**src/rtl/uart_pkg.sv**
```systemverilog
// Shared definitions for the UART TX sharing logic: FSM encoding, byte width,
// default guard length and the modular wrap helper used by the picker.
package uart_pkg;

    localparam int UART_BYTE_W   = 8;
    localparam int GUARD_CYC_DEF = 4;

    typedef enum logic [1:0] {
        IDLE,
        ISSUE,
        WAIT_BUSY,
        WAIT_IDLE
    } tx_state_e;

    // base + off folded back into 0..n-1; base is always < n, off < n
    function automatic int rr_wrap(input int base, input int off, input int n);
        int s;
        s = base + off;
        return (s >= n) ? s - n : s;
    endfunction

endpackage

```
**src/rtl/rr_pick.sv**
```systemverilog
// Combinational round-robin picker: first candidate at or after ptr, with an
// optional lock that narrows the candidate set to a single owner.
module rr_pick
    import uart_pkg::*;
#(
    parameter int N = 4,
    parameter int W = (N > 1) ? $clog2(N) : 1
) (
    input  logic [N-1:0] req,
    input  logic [W-1:0] ptr,
    input  logic         lock,
    input  logic [W-1:0] owner,
    output logic [N-1:0] gnt,
    output logic [W-1:0] idx,
    output logic         any
);

    logic [N-1:0] cand;
    int           pos;

    always_comb begin
        cand = '0;
        for (int i = 0; i < N; i++) begin
            cand[i] = req[i] && (!lock || (owner == W'(i)));
        end
    end

    always_comb begin
        gnt = '0;
        idx = '0;
        any = 1'b0;
        pos = 0;
        for (int k = 0; k < N; k++) begin
            pos = rr_wrap(int'(ptr), k, N);
            if (!any && cand[pos]) begin
                any      = 1'b1;
                gnt[pos] = 1'b1;
                idx      = W'(pos);
            end
        end
    end

endmodule

```
**src/rtl/uart_tx_arbiter.sv**
```systemverilog
// Shares one byte-wide UART transmitter among N_REQ requesters with
// round-robin arbitration and a per-message lock; paces on uart_busy_i.
module uart_tx_arbiter
    import uart_pkg::*;
#(
    parameter int N_REQ     = 4,
    parameter int GUARD_CYC = GUARD_CYC_DEF
) (
    input  logic                           sys_clk_i,
    input  logic                           sys_rst_i,
    input  logic [N_REQ-1:0]               req_valid_i,
    input  logic [UART_BYTE_W*N_REQ-1:0]   req_data_i,
    input  logic [N_REQ-1:0]               req_last_i,
    output logic [N_REQ-1:0]               req_ready_o,
    output logic                           uart_wr_o,
    output logic [UART_BYTE_W-1:0]         uart_dat_o,
    input  logic                           uart_busy_i,
    output logic [N_REQ-1:0]               grant_o,
    output logic                           locked_o
);

    localparam int PTR_W = (N_REQ > 1) ? $clog2(N_REQ) : 1;
    localparam int GRD_W = $clog2(GUARD_CYC + 1);

    tx_state_e               state, state_nxt;
    logic [PTR_W-1:0]        rr_ptr, owner, win_idx, ptr_nxt;
    logic [N_REQ-1:0]        win_gnt;
    logic                    win_any, win_last, accept, guard_hit;
    logic [UART_BYTE_W-1:0]  win_byte;
    logic [GRD_W-1:0]        guard;

    rr_pick #(.N(N_REQ), .W(PTR_W)) u_pick (
        .req   (req_valid_i),
        .ptr   (rr_ptr),
        .lock  (locked_o),
        .owner (owner),
        .gnt   (win_gnt),
        .idx   (win_idx),
        .any   (win_any)
    );

    always_comb begin
        win_byte = '0;
        for (int i = 0; i < N_REQ; i++) begin
            if (win_gnt[i]) win_byte = req_data_i[i*UART_BYTE_W +: UART_BYTE_W];
        end
    end

    assign win_last    = |(req_last_i & win_gnt);
    assign accept      = (state == IDLE) && !uart_busy_i && win_any;
    assign req_ready_o = accept ? win_gnt : '0;
    assign ptr_nxt     = (win_idx == PTR_W'(N_REQ - 1)) ? '0 : win_idx + 1'b1;
    // this WAIT_BUSY cycle is the GUARD_CYC-th one without busy
    assign guard_hit   = (guard >= GRD_W'(GUARD_CYC - 1));

    always_comb begin
        state_nxt = state;
        case (state)
            IDLE:      if (accept) state_nxt = ISSUE;
            ISSUE:     state_nxt = WAIT_BUSY;
            WAIT_BUSY: begin
                if (uart_busy_i)    state_nxt = WAIT_IDLE;
                else if (guard_hit) state_nxt = IDLE;
            end
            WAIT_IDLE: if (!uart_busy_i) state_nxt = IDLE;
            default:   state_nxt = IDLE;
        endcase
    end

    always_ff @(posedge sys_clk_i) begin
        if (sys_rst_i) state <= IDLE;
        else           state <= state_nxt;
    end

    always_ff @(posedge sys_clk_i) begin
        if (sys_rst_i) begin
            uart_wr_o  <= 1'b0;
            uart_dat_o <= '0;
            grant_o    <= '0;
            locked_o   <= 1'b0;
            rr_ptr     <= '0;
            owner      <= '0;
            guard      <= '0;
        end else begin
            // strobe is high exactly for the ISSUE cycle
            uart_wr_o <= (state_nxt == ISSUE);
            if (accept) begin
                uart_dat_o <= win_byte;
                grant_o    <= win_gnt;
                if (win_last) begin
                    locked_o <= 1'b0;
                    rr_ptr   <= ptr_nxt;
                end else begin
                    locked_o <= 1'b1;
                    owner    <= win_idx;
                end
            end
            if (state == ISSUE) begin
                guard <= '0;
            end else if (state == WAIT_BUSY && !uart_busy_i && guard != GRD_W'(GUARD_CYC)) begin
                guard <= guard + 1'b1;
            end
        end
    end

endmodule

```
**config.mk**
```make
export PLATFORM = sky130hd
export DESIGN_NAME = uart_tx_arbiter
export DESIGN_NICKNAME = d
export VERILOG_FILES = /design/src/rtl/uart_pkg.sv /design/src/rtl/rr_pick.sv /design/src/rtl/uart_tx_arbiter.sv
export SDC_FILE = /design/constraint.sdc
export NUM_CORES = 1
export LEC_CHECK = 0
export ABC_CLOCK_PERIOD_IN_PS = 4300
export CORE_ASPECT_RATIO = 1.1
export CORE_MARGIN = 8
export CORE_UTILIZATION = 41
export DETAILED_ROUTE_END_ITERATION = 8
export MAX_ROUTING_LAYER = met4
export PLACE_DENSITY = 0.86
export SYNTH_ARGS = -nofsm -noshare
export SYNTH_HDL_FRONTEND = slang
export SYNTH_HIERARCHICAL = 1
export SYNTH_SLANG_ARGS = --single-unit
export TNS_END_PERCENT = 10
```
**constraint.sdc**
```tcl
create_clock -name sys_clk_i -period 4.3 [get_ports sys_clk_i]
set_input_delay 1.29 -clock sys_clk_i [delete_from_list [all_inputs] [get_ports sys_clk_i]]
set_output_delay 1.29 -clock sys_clk_i [all_outputs]
set_load 0.02 [all_outputs]
```
==> results_dict.tcl, run 1 <==
set metrics [dict create \
    fp.coreArea_sq_um 3990 \
    antenna_found_initial 0 \
    synth_nets 269 \
    initial_utilization_pct 43.3 \
    htreeDepth 1 \
    clock_sinks 23 \
    gp_congestion 0.903 \
    vias_per_cell 5.71 \
    fp.dieW_um 77.9 \
    p_leak_nw 1.10 \
    io_pins 61 \
    hold_class "reg -> reg" \
    power_density_nw_per_um2 636 \
    status "finished, final reports clean" \
    nets 351 \
    grt_pass1_vias 2010 \
    final_layout_size_suffix_gt1_share_pct 22.3 \
    avgSynthCellArea_sq_um 8.04 \
    die-area_sq_um 6550 \
    clk_pin_slew_ns 0.09 \
    ant_nets 0 \
    fillCellCount 306 \
    rows 24 \
    drc 0 \
    die_h_um 84.1 \
    setup_viol 0 \
    vias 1988 \
    final_cell_mix "52 x clkdlybuf4s50_1, 30 x buf_4, 26 x a21oi_1" \
    crit_fanout 5 \
    grt_max_degree 24 \
    layout_commonest_cell "clkdlybuf4s50_1" \
    worstSetupStartpointType "input port" \
    routedWlPerCell_um 16.8 \
    hpwl_mm 4.07 \
    dpl_worst_slack_ns -0.739 \
    io_buffers 60 \
    fin_crit_sh_pct 99.5 \
    clockBufferDepth 2 \
    diodes 0 \
    ys_seq_area_share_pct 26.6 \
    vdd_ir_drop_max_mv 0.331 \
    grt_use_total_pct 18.2 \
    worstPathArrival_ns 2.99 \
    firstDrtPassIters 4 \
    cts_root_buf "clkbuf_8" \
    maxSlewHeadroom_pct 41.4 \
    worstSkewPairLatency_ns 0.27 \
    setup_slack_ns 0.0220 \
    wirelength_mm 5.85 \
    fin_skew_ns 0.00134 \
    numCtsBuffers 3 \
    grt_first_pass_wirelength_mm 9.57 \
    maxSlewViolCount 0 \
    finalCriticalPeriod_ns 4.28 \
    synthCells 215 \
    yosys_warnings 6 \
    timing.fmax_mhz 234 \
    cap_violations 0 \
    drt_first_iter_violations 86 \
    syn_area_sq_um 1730 \
    worst_setup_path_end_kind "output port" \
    cp.required_ns 3.01 \
    cts_hold_buf 0 \
    hold_violations 0 \
    overflow 0 \
    synth_cell_types 43 \
    cts_tree "built" \
    setup_tns_ns 0 \
    synth-seq-cells 23 \
    fin_hold_ws_ns 0.473 \
    worstSetupPathType "in -> out" \
    worstMarginPinSlew_ns 0.877 \
    syn_to_final_growth_pct 53.8 \
]
stage by stage:
stage                     std cells  area, sq um  util [%]  total power [mW]
final                           348         2660      66.5              1.69
after global routing            348         2660      66.5              1.79
after CTS                       349         2640      66.1              1.62
after detailed placement        332         2480      62.0              1.41
after global placement          332         2480      62.0              1.38
after floorplan                 215         1740         -              1.04
cells by family (layout without fill, tap and decap cells):
| logic type | Yosys count | count (layout) | share of synthesized area, % |
|---|---|---|---|
| muxes | 8 | 8 | 6.23 |
| DFF | 23 | 23 | 26.6 |
| adders and majority gates | 11 | 11 | 7.97 |
| buffers and inverters | 33 | 114 | 7.53 |
| and+or+nand+nor | 64 | 64 | 20.9 |
| AOI/OAI and AO/OA | 76 | 76 | 30.7 |
registers in the layout, indices dropped and copies added (netlist names):
signal,cells
uart_dat_o,8
guard,3
uart_wr_o,1
owner,2
rr_ptr,2
locked_o,1
grant_o,4
state,2
final timing paths:
| kind | from | end | slack, ns | cells after the start |
|---|---|---|---|---|
| hold reg to reg | grant_o[1]$_SDFFE_PP0P_ | grant_o[1]$_SDFFE_PP0P_ | 0.47 | 2 |
| hold / removal | grant_o[1]$_SDFFE_PP0P_ | grant_o[1]$_SDFFE_PP0P_ | 0.47 | 2 |
| setup / recovery | req_valid_i[3] | req_ready_o[3] | 0.02 | 9 |
| setup reg to reg | locked_o$_SDFFE_PP0P_ | grant_o[0]$_SDFFE_PP0P_ | 0.51 | 20 |
metal layers:
metal | global-route usage [%] | wire, um
met4 | 8.60 | 193
met3 | 2.48 | 211
met5 | - | 0
met1 | 20.1 | 2440
met2 | 31.4 | 3000
worst max-delay path, cell delays in order:
cell and delay (ns):
buf_2 0.10, a21boi_4 0.14, mux4_2 0.49, nor2b_4 0.16, a22o_1 0.18, a221o_1 0.33
nand2_2 0.12, inv_2 0.04, buf_6 0.12
synth_stat cells:
cell       number  area share [%]
o32a_1          1            0.58
a21oi_1        29             8.4
buf_2           5             1.4
ha_1           11             8.0
nor3b_1         1            0.43
nor3_1          3            0.87
inv_2           1            0.22
inv_1          19             4.1
dfxtp_1        23              27
nand2b_1        5             1.8
a22oi_1         2            0.87
nand3b_1        8             3.5
and3_1          1            0.36
a2bb2oi_1       1            0.51
mux2i_1         4             2.3
nor4b_2         1            0.87
mux2_2          1            0.65
a21o_1          2            0.87
nor2b_1         3             1.1
a2111oi_0       1            0.51
mux2_1          1            0.65
nor2_1         12             2.6
a211o_1         2             1.0
or4b_1          1            0.58
a22o_1          6             3.0
a21oi_2         1            0.51
buf_1           1            0.22
mux4_2          2             2.6
a221o_1        11             6.4
and2_1          3             1.1
nand3_1         7             2.0
nand2_1        13             2.8
or3_1           1            0.36
a21boi_1        2            0.87
a211oi_1       10             4.3
nand4_1         2            0.72
o21ai_0         5             1.4
or3b_2          1            0.51
o31ai_1         2            0.87
o21ai_2         1            0.51
nor2b_4         1            0.80
clkbuf_1        7             1.5
and2_4          1            0.51
repair_timing:
action / 4_1_cts / 5_1_grt
gates resized for setup: 42 / 14
pin swaps: 6 / 8
setup buffers: 13 / 0
setup endpoints to repair: 4 / 5
cell type report:
type,count,area (sq um),share of cell area (%)
multi-input combinational,159,1200,45.2
timing repair buffer,90,811,30.5
sequential,23,460,17.3
inverter,20,75.1,2.82
tap,52,65.1,2.45
clock buffer,3,41.3,1.55
clock inverter,1,5.00,0.188
power breakdown:
| part | total, mW | internal [mW] | switching [mW] | leakage, nW |
|---|---|---|---|---|
| logic | 1.24 | 0.608 | 0.628 | 0.889 |
| registers | 0.311 | 0.265 | 0.0463 | 0.188 |
| clock network | 0.142 | 0.0650 | 0.0770 | 0.0255 |
Note: power is estimated with default switching activity, not from simulation.
==> run 2, diff against run 1 <==
--- a/config.mk
+++ b/config.mk
@@ -5,7 +5,7 @@
 export SDC_FILE = /design/constraint.sdc
 export NUM_CORES = 1
 export LEC_CHECK = 0
-export ABC_CLOCK_PERIOD_IN_PS = 4300
+export ABC_CLOCK_PERIOD_IN_PS = 3900
 export CORE_ASPECT_RATIO = 1.1
 export CORE_MARGIN = 8
 export CORE_UTILIZATION = 41
==> constraint.sdc (replaced) <==
create_clock -name sys_clk_i -period 3.9 [get_ports sys_clk_i]
set_input_delay 1.17 -clock sys_clk_i [delete_from_list [all_inputs] [get_ports sys_clk_i]]
set_output_delay 1.17 -clock sys_clk_i [all_outputs]
set_load 0.02 [all_outputs]
==> results_dict.tcl, run 2 (same netlist as run 1, synthesis figures left out) <==
set metrics [dict create \
    power_mw 1.75 \
    met2_length_mm 2.86 \
    fin_crit_sh_pct 102 \
    fillCellCount 342 \
    die_h_um 84.1 \
    cts_hold_buf 0 \
    grt_pass1_vias 1847 \
    clk_pin_slew_ns 0.08 \
    wirelength_mm 5.38 \
    maxSlewHeadroom_pct 40.4 \
    vias 1842 \
    hold_violations 0 \
    fp.dieW_um 77.9 \
    clockBufferDepth 2 \
    diodes 0 \
    cp.required_ns 2.73 \
    ff_latch_area_sq_um 460 \
    worstMarginPinSlew_ns 0.892 \
    worstSetupStartpointType "input port" \
    power_switching_mw 0.774 \
    numCtsBuffers 3 \
    top_register "uart_dat_o" \
    cap_violations 0 \
    wl_met1_mm 2.20 \
    grt_first_pass_wirelength_mm 8.94 \
    dpl_worst_slack_ns -0.877 \
    top_layer_used "met4" \
    io_pins 61 \
    htreeDepth 1 \
    antenna_found_initial 0 \
    drc 0 \
    grt_max_degree 24 \
    swShare_pct 44.2 \
    rsz0062_at_grt "yes" \
    power_density_nw_per_um2 673 \
    final_layout_size_suffix_gt1_share_pct 20.3 \
    initial_utilization_pct 43.3 \
    largest_register_ffs 8 \
    gp_congestion 0.967 \
    setup_tns_ns -0.173 \
    clkPwrFrac_pct 8.8 \
    nets 341 \
    drt_first_iter_violations 85 \
    cts_tree "built" \
    setup_viol 4 \
    p_int_mw 0.979 \
    routedWlPerCell_um 15.9 \
    fin_util_pct 65.2 \
    vias_per_cell 5.45 \
    setup_slack_ns -0.0593 \
    top_regs "uart_dat_o x8, grant_o x4, guard x3" \
    io_buffers 60 \
    p_seq_share_pct 19.7 \
    wl_met3_um 223 \
    clock_sinks 23 \
    firstDrtPassIters 4 \
    multi_input_area_sq_um 1220 \
    fp.coreArea_sq_um 3990 \
    syn_to_final_growth_pct 50.7 \
    status "finished, violations left" \
    die-area_sq_um 6550 \
    hpwl_mm 4.11 \
    worstPathArrival_ns 2.79 \
    p_leak_nw 1.07 \
    maxSlewViolCount 0 \
    worstSetupPathType "in -> out" \
    worst_setup_path_end_kind "output port" \
    cts_root_buf "clkbuf_8" \
    final_cell_mix "52 x clkdlybuf4s50_1, 27 x a21oi_1, 23 x dfxtp_1" \
    vdd_ir_drop_max_mv 0.416 \
    violations "negative setup slack" \
    fin_skew_ns 0.00639 \
    crit_fanout 5 \
    ant_nets 0 \
    worstSkewPairLatency_ns 0.27 \
    pwr-share-comb_pct 71.6 \
    layout_commonest_cell "clkdlybuf4s50_1" \
    grt_use_total_pct 17.0 \
    finalCriticalPeriod_ns 3.96 \
    hold_class "reg -> reg" \
    timing.fmax_mhz 253 \
    overflow 0 \
    rows 24 \
]
==> run 2: power groups by stage <==
| stage | Clock, mW | Sequential [mW] | Combinational, mW |
|---|---|---|---|
| 2_1_floorplan | 0 | 0.389 | 0.845 |
| 3_3_place_gp | 0 | 0.342 | 1.19 |
| 3_5_place_dp | 0 | 0.346 | 1.21 |
| 4_1_cts | 0.159 | 0.345 | 1.23 |
| 5_1_grt | 0.168 | 0.355 | 1.36 |
| 6_report | 0.153 | 0.345 | 1.25 |
==> run 2: worst paths after layout <==
kind	startpoint	to	slack [ns]	depth (start not counted)
worst max-delay path	req_valid_i[3]	req_ready_o[0]	-0.06	9
worst min-delay path	grant_o[2]$_SDFFE_PP0P_	grant_o[2]$_SDFFE_PP0P_	0.46	2
worst max register to register	locked_o$_SDFFE_PP0P_	rr_ptr[0]$_SDFFE_PP0P_	0.83	10
worst min register to register	grant_o[2]$_SDFFE_PP0P_	grant_o[2]$_SDFFE_PP0P_	0.46	2
==> run 2: timing repair <==
action                                  4_1_cts  5_1_grt
cloned                                        0        0
setup buffers                                 2        0
endpoints found under the setup margin        4        4
endpoints found under the hold margin         0        0
pin swaps                                     6        3
gates resized for setup                      45        6
==> run 2: routing by layer <==
| layer | vias up | track usage, % |
|---|---|---|
| li1 | 932 | - |
| met1 | 863 | 18.3 |
| met2 | 38 | 30.1 |
| met3 | 9 | 3.34 |
| met4 | 0 | 5.56 |
| met5 | - | - |
==> run 2: per-stage QoR <==
stage               hold slack [ns]  area [sq um]  cells
floorplan                     0.476          1800    215
global placement              0.445          2490    332
detailed placement            0.450          2490    332
CTS                           0.462          2580    338
global route                  0.485          2600    338
finish                        0.460          2600    338
==> run 2: final cells by class <==
cell class / instances / area share [%]
tap: 52 / 2.50
clock buffer: 3 / 1.59
multi-input combinational: 159 / 46.9
inverter: 20 / 2.98
clock inverter: 1 / 0.192
timing repair buffer: 80 / 28.1
sequential: 23 / 17.7
==> run 2: critical path: stages <==
cell      delay (ns)
buf_6           0.09
a21boi_4        0.14
mux4_2          0.49
nor2b_4         0.16
a22o_1          0.18
a221o_1         0.28
nand2_1         0.09
inv_1           0.04
buf_2           0.15
==> RTL change 1, RTL diff (settings of run 2) <==
The 4 states of `tx_state_e` get a Gray code encoding in 2 bits.
--- a/src/rtl/uart_pkg.sv
+++ b/src/rtl/uart_pkg.sv
@@ -6,10 +6,10 @@
     localparam int GUARD_CYC_DEF = 4;
 
     typedef enum logic [1:0] {
-        IDLE,
-        ISSUE,
-        WAIT_BUSY,
-        WAIT_IDLE
+        IDLE      = 2'b00,
+        ISSUE     = 2'b01,
+        WAIT_BUSY = 2'b11,
+        WAIT_IDLE = 2'b10
     } tx_state_e;
 
     // base + off folded back into 0..n-1; base is always < n, off < n
Function: no difference found for any inputs over 10 cycles, from zero or initial values and one cycle with sys_rst_i high; not proved beyond that.
==> RTL change 1 against run 2 <==
The flow still finishes with violations (negative setup slack). Wire length grew 0.19%. Sequential cell count is the same. Non-clock buffer count grew 2. Design area grew 0.91%. Synthesized cell count grew 0.93%. Worst hold slack lost 0.0017 ns. Register-to-register slack gained 0.05 ns. Setup slack lost 0.0091 ns. Total power shrank 33%. Critical endpoint is now req_ready_o[3]. Sequential share of layout area shrank 0.16 points. Synthesized area grew 0.87%.
==> RTL change 1: results (changes against run 2) <==
- The largest net degree at the start of global routing is 24 (unchanged).
- After synthesis, the most frequently instantiated cells are a21oi_1, dfxtp_1, inv_1, nand2_1.
- The overall track demand over capacity in global routing is 0.156 (-0.0140).
- The post-placement setup slack came to -0.880 ns (-0.00331 ns).
- The first-pass GRT wire length came to 8260 um (-7.6%).
- The via count of the first global-routing pass is 1,725 (-6.6%).
- The slew at the pin closest to its max-slew limit is 0.844 ns (-0.0474 ns).
- The met2 wire length was 2660 um (-6.9%).
- The initial detailed-routing violation count is 124 (+46%).
- The detailed route wirelength on metal3 is 370 um (+66%).
- Sorting the synthesized cells by area gives the leading types as dfxtp_1, a21oi_1, ha_1, a221o_1, a211oi_1.
- The arrival time at the worst endpoint is 2.80 ns (about the same).
- The post-placement cell area is 2520 sq um (+1.3%).
- The worst-case register-to-register setup slack is 0.88 ns (+0.05 ns).
- The setup slack of the critical path after layout is -0.0684 ns (-0.00912 ns).
- The checks that failed: negative setup slack.
- The sequential-to-total area share from yosys stat was 0.264 (-0.00230).
- The number of distinct library cells after synthesis came to 41 (-4.7%).
- The largest clock skew in the final design is 0.00405 ns (-0.00234 ns).
- The final hold slack is 0.458 ns (-0.00165 ns).
- The longest individual stage delay on the worst path is 0.51 ns (+0.02 ns).
- The estimated wirelength of the detail-placed design is 4030 um (-2.0%).
- The final layout net count was 345 (+1.2%).
- The share of layout cells above drive strength 1 came to 0.200 (-0.00280).
- The routability congestion estimate from global placement is 0.884 (-8.6%).
- The number of nets produced by synthesis is 271 (+0.74%).
- The average wire length per cell after detail routing is 15.7 um (-1.6%).
- The worst-case hold path end point is grant_o[1]$_SDFFE_PP0P_.
- The flow ran to the end, but the final reports show violations.
- The worst supply voltage drop on vdd is 0.295 mV (-29%).
- The end of the critical path is req_ready_o[3].
- The count of endpoints failing setup in the final report is 4 (unchanged).
- The static leakage came to 1.07 nW (-0.37%).
- The switching share of power is 0.403 (-0.0388).
- The post-cts gate resize count was 42 (-6.7%).
- The number of inserted filler cells in the final layout came to 368 (+7.6%).
- The number of standard cells in the layout, taps in and fillers out is 344 (+1.8%).
[RTL change 1: cell count changes after synthesis, sizes merged]
cell / change
a2111oi: -1
a21oi: +2
and3b: +1
nand2b: +1
nand3b: +2
nor2: -3
nor2b: +1
nor3: -2
nor3b: -1
o21ai: +3
or3b: -1
[RTL change 1: layer usage]
| layer | GRT usage | vias up |
|---|---|---|
| li1 | - | 946 |
| met1 | 0.183 | 897 |
| met2 | 0.259 | 67 |
| met3 | 0.0246 | 6 |
| met4 | 0.0573 | 0 |
| met5 | - | - |
[RTL change 1: cells by family (layout without fill, tap and decap cells)]
| family | count (synthesis) | after routing | share of synthesized area |
|---|---|---|---|
| AOI/OAI and AO/OA | 80 | 80 | 0.314 |
| and+or+nand+nor | 62 | 62 | 0.207 |
| buffers and inverters | 33 | 106 | 0.0747 |
| DFF | 23 | 23 | 0.264 |
| adders and majority gates | 11 | 11 | 0.0790 |
| muxes | 8 | 8 | 0.0617 |
[RTL change 1: cell type report]
class | instances | area [sq um] | area share
multi-input combinational | 161 | 1210 | 0.462
timing repair buffer | 82 | 763 | 0.290
tap | 54 | 67.6 | 0.0257
inverter | 20 | 77.6 | 0.0295
clock buffer | 4 | 45.0 | 0.0171
sequential | 23 | 460 | 0.175
[RTL change 1: power groups by stage]
| stage | clock, W | sequential [W] | combinational, W |
|---|---|---|---|
| after floorplan | 0 | 0.000325 | 0.000464 |
| after global placement | 0 | 0.000297 | 0.000681 |
| after detailed placement | 0 | 0.000299 | 0.000694 |
| after CTS | 0.000163 | 0.000296 | 0.000698 |
| after global routing | 0.000167 | 0.000300 | 0.000778 |
| final | 0.000157 | 0.000296 | 0.000716 |
[RTL change 1: tightest hold or removal path, cell delays in order, from the launching register on]
cell and delay (ns):
dfxtp_1 0.32, nand2_1 0.05, a21oi_1 0.05
==> RTL change 2, RTL diff (config.mk and constraints of run 2) <==
Without the edit above. Set the package constant `GUARD_CYC_DEF` to 8 (it was 4).
--- a/src/rtl/uart_pkg.sv
+++ b/src/rtl/uart_pkg.sv
@@ -3,7 +3,7 @@
 package uart_pkg;
 
     localparam int UART_BYTE_W   = 8;
-    localparam int GUARD_CYC_DEF = 4;
+    localparam int GUARD_CYC_DEF = 8;
 
     typedef enum logic [1:0] {
         IDLE,
Check against the original RTL: not equivalent (Yosys sat finds a counterexample within 10 cycles, from zero or initial values and one cycle with sys_rst_i high).
==> RTL change 2 against run 2 <==
The run still ends with negative setup slack left. Via count up 1.6%. Critical path depth unchanged. Sequential share of layout area up 0.46 points. Critical path type unchanged. Die area up 1.7%. First-iteration DRC count up 11%. Wire length down 1.1%. Core utilization down 2.5 points. Final cell count up 1.5%. Synthesized area up 2.2%. Total power up 13%. Design area up 1.7%. Sequential cell count up 1. Setup slack worse by 0.0072 ns.
==> RTL change 2: results (changes against run 2) <==
- The largest registers in the layout are uart_dat_o x8, grant_o x4, guard x4.
- The final reports fail on negative setup slack.
- The power in sequential cells is 0.000374 W (+8.4%).
- The number of inserted filler cells in the final layout came to 361 (+5.6%).
- The post-placement cell area is 2530 sq um (+1.6%).
- The sequential-to-total area share from yosys stat is 0.272 (+0.00567).
- The post-placement setup slack was -0.883 ns (-0.00624 ns).
- The final layout net count is 343 (+0.59%).
- The switching share of power came to 0.439 (-0.00301).
- The routed wire length is 5320 um (-1.1%).
- The count of yosys warnings during synthesis was 6 (unchanged).
- The overall track demand over capacity in global routing is 0.154 (-0.0156).
- The largest clock skew in the final design is 0.00835 ns (+0.00196 ns).
- The initial detailed-routing violation count is 94 (+11%).
- Sorting the synthesized cells by how often they occur yields a21oi_1, dfxtp_1, inv_1, nand2_1, a221o_1.
- The combinational group power is 0.00144 W (+15%).
- The routability congestion estimate from global placement came to 0.894 (-7.6%).
- The final hold slack was 0.457 ns (-0.00327 ns).
- The clock tree from TritonCTS is yes.
- The static leakage is 1.07 nW (-0.64%).
- The first-pass GRT wire length is 8380 um (-6.3%).
- The worst-case register-to-register setup slack came to 0.81 ns (-0.02 ns).
- The setup TNS after final layout is -0.175 ns (-0.00242 ns).
- The routed metal-1 wire length is 2280 um (+3.7%).
- The most critical setup path has its endpoint at req_ready_o[3].
- The mux share of post-synthesis cell area was 0.0609 (-0.00132).
- The setup slack of the critical path after layout was -0.0664 ns (-0.00716 ns).
- The estimated wirelength of the detail-placed design came to 4130 um (+0.48%).
- Compared with the post-synthesis result, the final layout area differs by 50.0%.
- The met2 wire length came to 2690 um (-5.9%).
- The flow ran to the end, but the final reports show violations.
- The share of layout cells above drive strength 1 is 0.194 (-0.00903).
- The count of endpoints failing setup in the final report is 4 (unchanged).
- The detailed-route via count is 1,872 (+1.6%).
- The slew at the pin closest to its max-slew limit came to 0.841 ns (-0.0512 ns).
[RTL change 2: kinds of logic (layout without fill, tap and decap cells)]
| logic type | count (synthesis) | after routing |
|---|---|---|
| mux | 8 | 8 |
| flops | 24 | 24 |
| simple gates | 64 | 64 |
| fa+ha+maj | 10 | 10 |
| buf+inv | 32 | 103 |
| compound gates | 80 | 80 |
[RTL change 2: final cells by class]
cell class / instances / area share
Multi-Input combinational cell: 162 / 0.461
Timing Repair Buffer: 80 / 0.282
Sequential cell: 24 / 0.181
Inverter: 19 / 0.0288
Tap cell: 54 / 0.0255
Clock buffer: 4 / 0.0208
[RTL change 2: layer usage]
metal	GRT usage	vias to the layer above
met3	0.0127	8
li1	-	943
met4	0.0675	0
met2	0.268	52
met1	0.175	869
met5	-	-
[RTL change 2: repair_timing]
action,4_1_cts,5_1_grt
hold buffers,0,0
buffers inserted,0,2
gates resized for setup,43,10
endpoints found under the setup margin,4,4
pin swaps,7,5
